File: config.mk
export PLATFORM = sky130hd
export DESIGN_NAME = seq_tail_lamp_ctrl
export DESIGN_NICKNAME = d
export VERILOG_FILES = /design/src/rtl/seq_tail_lamp_ctrl.sv
export SDC_FILE = /design/constraint.sdc
export NUM_CORES = 1
export LEC_CHECK = 0
export CAP_MARGIN = 20
export CORE_UTILIZATION = 52
export DETAILED_ROUTE_END_ITERATION = 16
export PLACE_DENSITY = 0.87
export RECOVER_POWER = 25
export REMOVE_ABC_BUFFERS = 1
export SYNTH_ARGS = -nofsm -noshare
export SYNTH_HDL_FRONTEND = slang
export SYNTH_SLANG_ARGS = --single-unit
export TNS_END_PERCENT = 50
File: constraint.sdc
create_clock -name clk -period 3.6 [get_ports clk]
set_input_delay 0.54 -clock clk [delete_from_list [all_inputs] [get_ports clk]]
set_output_delay 0.54 -clock clk [all_outputs]
set_load 0.02 [all_outputs]
File: src/rtl/seq_tail_lamp_ctrl.sv
// ============================================================================
// Module      : seq_tail_lamp_ctrl
// Description : Sequential tail-lamp controller: turn/hazard sequencing,
//               brake overlay and PWM dimming of unlit lamps.
// Revision    : 1.0 - initial release
// ============================================================================
`default_nettype none

module seq_tail_lamp_ctrl #(
    parameter int LAMPS    = 3,
    parameter int STEP_DIV = 4,
    parameter int DIM_BITS = 4,
    parameter int DIM_DUTY = 4
) (
    input  logic                         clk,
    input  logic                         rst,
    input  logic                         left,
    input  logic                         right,
    input  logic                         brk,
    input  logic                         hzd,
    input  logic                         rlight,
    output logic [2*LAMPS-1:0]           display,
    output logic [1:0]                   mode_o,
    output logic [$clog2(LAMPS+1)-1:0]   step_o
);

    localparam int SW = $clog2(LAMPS + 1);
    localparam int PW = (STEP_DIV > 1) ? $clog2(STEP_DIV) : 1;

    localparam logic [SW-1:0]       c_step_last = SW'(LAMPS);
    localparam logic [SW-1:0]       c_step_one  = SW'(1);
    localparam logic [PW-1:0]       c_presc_max = PW'(STEP_DIV - 1);
    localparam logic [DIM_BITS:0]   c_duty      = (DIM_BITS + 1)'(DIM_DUTY);

    typedef enum logic [1:0] {
        MODE_IDLE   = 2'd0,
        MODE_LEFT   = 2'd1,
        MODE_RIGHT  = 2'd2,
        MODE_HAZARD = 2'd3
    } mode_t;

    mode_t                 r_mode;
    logic [SW-1:0]         r_step;
    logic [PW-1:0]         r_presc;
    logic                  r_brk;
    logic                  r_rlight;
    logic [DIM_BITS-1:0]   r_pwm;
    logic [2*LAMPS-1:0]    r_display;

    mode_t                 w_mode;
    logic [SW-1:0]         w_step_adv;
    logic [LAMPS-1:0]      w_lit_l;
    logic [LAMPS-1:0]      w_lit_r;
    logic                  w_dim;

    always_comb begin
        w_mode = MODE_IDLE;
        if (hzd || (left && right))
            w_mode = MODE_HAZARD;
        else if (left)
            w_mode = MODE_LEFT;
        else if (right)
            w_mode = MODE_RIGHT;
    end

    always_comb begin
        w_step_adv = '0;
        case (r_mode)
            MODE_LEFT, MODE_RIGHT: w_step_adv = (r_step == c_step_last) ? '0 : r_step + SW'(1);
            MODE_HAZARD:           w_step_adv = (r_step == c_step_one) ? '0 : c_step_one;
            default:               w_step_adv = '0;
        endcase
    end

    // Turn sequences grow outward from the inner lamps (bits LAMPS and LAMPS-1).
    always_comb begin
        w_lit_l = '0;
        w_lit_r = '0;
        for (int i = 0; i < LAMPS; i++) begin
            if (r_mode == MODE_LEFT && i < int'(r_step))
                w_lit_l[i] = 1'b1;
            if (r_mode == MODE_RIGHT && i < int'(r_step))
                w_lit_r[LAMPS-1-i] = 1'b1;
        end
        if (r_mode == MODE_HAZARD && r_step == c_step_one) begin
            w_lit_l = '1;
            w_lit_r = '1;
        end
        if (r_brk) begin
            case (r_mode)
                MODE_LEFT:  w_lit_r = '1;
                MODE_RIGHT: w_lit_l = '1;
                default: begin
                    w_lit_l = '1;
                    w_lit_r = '1;
                end
            endcase
        end
    end

    assign w_dim = r_rlight & ({1'b0, r_pwm} < c_duty);

    always_ff @(posedge clk or negedge rst) begin
        if (!rst) begin
            r_mode    <= MODE_IDLE;
            r_step    <= '0;
            r_presc   <= '0;
            r_brk     <= 1'b0;
            r_rlight  <= 1'b0;
            r_pwm     <= '0;
            r_display <= '0;
        end else begin
            // A mode change takes priority over a coincident terminal count.
            if (w_mode != r_mode) begin
                r_mode  <= w_mode;
                r_step  <= (w_mode == MODE_IDLE) ? '0 : c_step_one;
                r_presc <= '0;
            end else if (r_presc == c_presc_max) begin
                r_presc <= '0;
                r_step  <= w_step_adv;
            end else begin
                r_presc <= r_presc + PW'(1);
            end
            r_brk     <= brk;
            r_rlight  <= rlight;
            r_pwm     <= r_pwm + DIM_BITS'(1);
            r_display <= {w_lit_l, w_lit_r} | {(2*LAMPS){w_dim}};
        end
    end

    assign display = r_display;
    assign mode_o  = r_mode;
    assign step_o  = r_step;

endmodule

`default_nettype wire

Word level (Yosys, flattened, before mapping)
Cells that the tools add are included.
{"block": "word_totals", "ff_bits": 18, "inputBits": 7}
{"block": "op_classes", "mux": 23, "n_reduce_logical": 12, "eq_ne": 7, "magnitude_cmp": 4, "n_addsub": 3, "bitwise_logic": 2}
{"operator": "3-bit two-way mux", "count": 6}
{"operator": "2-bit two-way mux", "count": 8}
{"operator": "2-bit equality test (second input constant)", "count": 4}
{"operator": "1-bit logical AND", "count": 8}
{"operator": "1-bit two-way mux", "count": 8}
{"operator": "6-bit OR", "count": 1}
{"operator": "2-bit by 1-bit adder with 2-bit output (second input constant)", "count": 2}
{"operator": "4-bit by 1-bit adder with 4-bit output (second input constant)", "count": 1}
{"operator": "2-bit by 1-bit equality test with 1-bit output (second input constant)", "count": 2}
{"operator": "1-bit by 2-bit less-than comparator with 1-bit output (first input constant)", "count": 2}
{"operator": "4-bit by 3-bit less-than comparator with 1-bit output (second input constant)", "count": 1}
{"operator": "2-bit one-hot mux with 2 select lines", "count": 1}
{"operator": "2-bit zero test", "count": 1}
{"operator": "2-bit less-than comparator (first input constant)", "count": 1}
{"operator": "2-bit != test", "count": 1}
{"operator": "2-bit nonzero test", "count": 1}
{"operator": "2-bit OR reduction", "count": 1}
{"operator": "1-bit AND", "count": 1}
{"operator": "1-bit logical OR", "count": 1}

Logic depth before layout (Yosys ltp)
{"block": "depth", "depth_word": 7, "ltp_mapped": 6}

Worst setup path before layout
Ideal clock, no wire load.
{"block": "synth_timing", "path_type": "input to register", "startpoint": "input hzd", "endpoint": "register r_step[0], in the netlist step_o[0]", "arrival_ps": 1294, "path_stages": 4, "required_time_ps": 3472, "n_path_buf": 0, "slack_ps": 2179, "path_cell_list": "or3_1 > a211oi_2 > a21oi_2 > mux2i_1"}
{"block": "synth_via", "elab_chain_cells": 5, "elab_cells_between_ends": 7}
{"item": "from (decl)", "line": "20", "source": "input logic hzd,"}
{"item": "1-bit logical OR *", "line": "58", "source": "if (hzd || (left && right))"}
{"item": "2-bit two-way mux *", "line": "58"}
{"item": "2-bit zero test", "line": "116", "source": "r_step <= (w_mode == MODE_IDLE) ? '0 : c_step_one;"}
{"item": "1-bit two-way mux", "line": "116"}
{"item": "2-bit two-way mux", "line": "114", "source": "if (w_mode != r_mode) begin"}
{"item": "to (signal assigned)", "line": "116"}
{"item": "to (signal assigned)", "line": "120", "source": "r_step <= w_step_adv;"}
{"item": "to (decl)", "line": "43", "source": "logic [SW-1:0] r_step;"}
Every way passes the cells marked *; elsewhere a longest branch is shown, timed or not.
A chain may end at the register's enable or synchronous reset.

Final worst setup path
{"block": "layout_timing", "startpoint": "register r_mode[1], in the netlist mode_o[1]", "endpoint": "output mode_o[1]"}
{"item": "from (decl)", "line": "42", "source": "mode_t r_mode;"}
{"item": "from (signal assigned)", "line": "115", "source": "r_mode <= w_mode;"}
{"item": "to (decl)", "line": "23", "source": "output logic [1:0] mode_o,"}
No word-level cell between the ends.

==> out/results.ini <==
[sta]
clock.fmax_mhz=511
fin_crit_sh_pct=54.3
min_period_ns=1.96
setup_viol=0
hold_viol=0
worst_pin_slew_ns=0.766
final.setup.tns_ns=0
finClkSkew_ns=0.00894
slew_viol_final=0
rsz0062_at_grt=no
relSlewSlack_pct=48.8

[die]
start_util_pct=55.9
die_w_um=42.2
rows=14
dieArea_um2=1780
num_io_pins=17
die_y_um=42.2
design.core.area_um2=1510

[hold_path]
min_path_cells=1
hold_path_class=flip-flop to flip-flop
min_to=r_presc[0]
min_from=r_presc[0]

[cells_and_area]
final_cell_mix=dfrtp_1 (18), clkdlybuf4s50_1 (12), ha_1 (10)
layout_commonest_cell=dfrtp_1
fin_nets=114
n_antenna_cell=0
drive_above_1_share_pct=8.33
final_cell_area_um2=1060
fillers=115
area_growth_pct=25.7

[drt]
dr_total_vias=596
drtAntennaViolNets=0
firstDrtPassIters=2
wirelength_um=1340
vias_per_cell=5.32
drt-initial-drc-count=12
post_drt_wl_per_cell_um=12.0
drc=0

[worst_setup_path]
cp-start-kind=flip-flop
path_cells=clkdlybuf4s50_1
path_depth=1
cp_max_fo=8
slowest_stage=clkdlybuf4s50_1
required_ns=3.06
r2r_setup_slack_ns=2.22
r2r-start=step_o[1]
crit_type=flip-flop to primary output
crit_buf_inv=1
crit_arrival_ns=1.42
path_delay_family=buffers and inverters
worstReg2RegEnd=display[1]
r2r_cells=5
cpPeakStageDelay_ns=0.65
end_kind=primary output

[logic_synthesis]
syn_inst=76
yosysWarnings=0
syn_area_per_cell_um2=11.1
synthTopCellsByArea=dfrtp_1 (53%), ha_1 (15%), o21ai_0 (3.6%)
synth_cell_type_count=22
yosys.area.top_type_share_pct=53.5
ys_ff_latch=18
synth-seq-area-share_pct=53.5
yosys.area.top_type=dfrtp_1
syn-cell-area_um2=842

[grt]
grt_pass1_vias=536
antenna_found_initial=0
grt_remaining_overflow=0
grt_pass1_wl_um=2260
grt_start_max_net_pins=19
grt_use_total_pct=17.4

[status]
status=finished, final reports clean

[clock_tree]
cts_hold_buffers=0
post_cts_buffers=0
clk_latency_ns=0.29
cts_num_sinks=18
clkTransAtPathRegs_ns=0.10
ctsResizeCount=0
htreeDepth=1
cts_max_path_buffers=2
numCtsBuffers=3
cts_tree=done
clockRootBuffer=clkbuf_4

[power]
finalPower_mw=0.403
cellLeakagePower_nw=0.485
ir_drop_uv=297
p_per_area_nw_per_um2=380

[placed_design]
portBuffers=16
dp_hpwl_um=1050
place_congestion=0.757
place_area_um2=1020

[flow_run]
cap_violations=0

## report_power, final
group	internal [mW]	switching [mW]	total [mW]
logic	0.0307	0.0331	0.0638
registers	0.212	0.00689	0.219
clock network	0.0616	0.0584	0.120
total	0.304	0.0983	0.403
## registers in the layout (all words and copies together), names as in the netlist
| register | cells |
|---|---|
| step_o | 2 |
| mode_o | 2 |
| display | 6 |
| r_presc | 2 |
| r_brk | 1 |
| r_rlight | 1 |
| r_pwm | 4 |
## logic make-up after synthesis
family	count (synthesis)	synth area share (%)
AND/OR/NAND/NOR	22	12.8
XOR/XNOR	3	3.12
AO/OA/AOI/OAI	15	11.4
buffers and inverters	7	3.12
flip-flops	18	53.5
adder cells (fa/ha/maj)	10	14.9
multiplexers	1	1.19
## routing by layer
metal	track usage [%]	part of all wire, %	vias to the layer above
met5	0	0	-
met4	9.38	0.97	0
met3	5.17	4.5	4
met2	28.0	52	15
met1	20.9	43	285
li1	-	-	292
## metrics by stage
| stage | hold slack (ns) | instances | setup WS, ns | util [%] |
|---|---|---|---|---|
| 2_1_floorplan | 0.244 | 76 | 2.18 | - |
| 3_5_place_dp | 0.432 | 108 | 1.65 | 67.9 |
| 5_1_grt | 0.457 | 112 | 1.58 | 70.3 |
| 6_report | 0.448 | 112 | 1.64 | 70.3 |
| 4_1_cts | 0.453 | 112 | 1.62 | 70.3 |
| 3_3_place_gp | 0.431 | 108 | 1.69 | 67.9 |
## cell type report
| cell class | instances | area (um^2) | area share [%] |
|---|---|---|---|
| clock buffer | 4 | 36.3 | 3.43 |
| multi-input combinational | 51 | 365 | 34.5 |
| tap | 16 | 20.0 | 1.89 |
| timing repair buffer | 16 | 160 | 15.1 |
| sequential | 18 | 450 | 42.6 |
| inverter | 7 | 26.3 | 2.48 |
## Yosys cell counts (all sizes together)
cell type / instances
nor2: 4
mux2i: 1
o22a: 1
dfrtp: 18
or3: 1
a22o: 1
xnor2: 1
nand4b: 1
a21oi: 5
nor3: 1
nand2: 8
xor2: 2
ha: 10
a211oi: 1
a22oi: 1
o21ai: 6
nand2b: 1
or2: 2
inv: 7
nor2b: 3
nand3: 1
## worst max-delay path by stage
stage	from	to	slack, ns
after floorplan	hzd	step_o[0]	2.18
after global placement	hzd	step_o[0]	1.69
after detailed placement	hzd	step_o[0]	1.65
after CTS	mode_o[1]	mode_o[1]	1.62
after global routing	mode_o[1]	mode_o[1]	1.58
final	mode_o[1]	mode_o[1]	1.64
(Power assumes the default switching activity.)
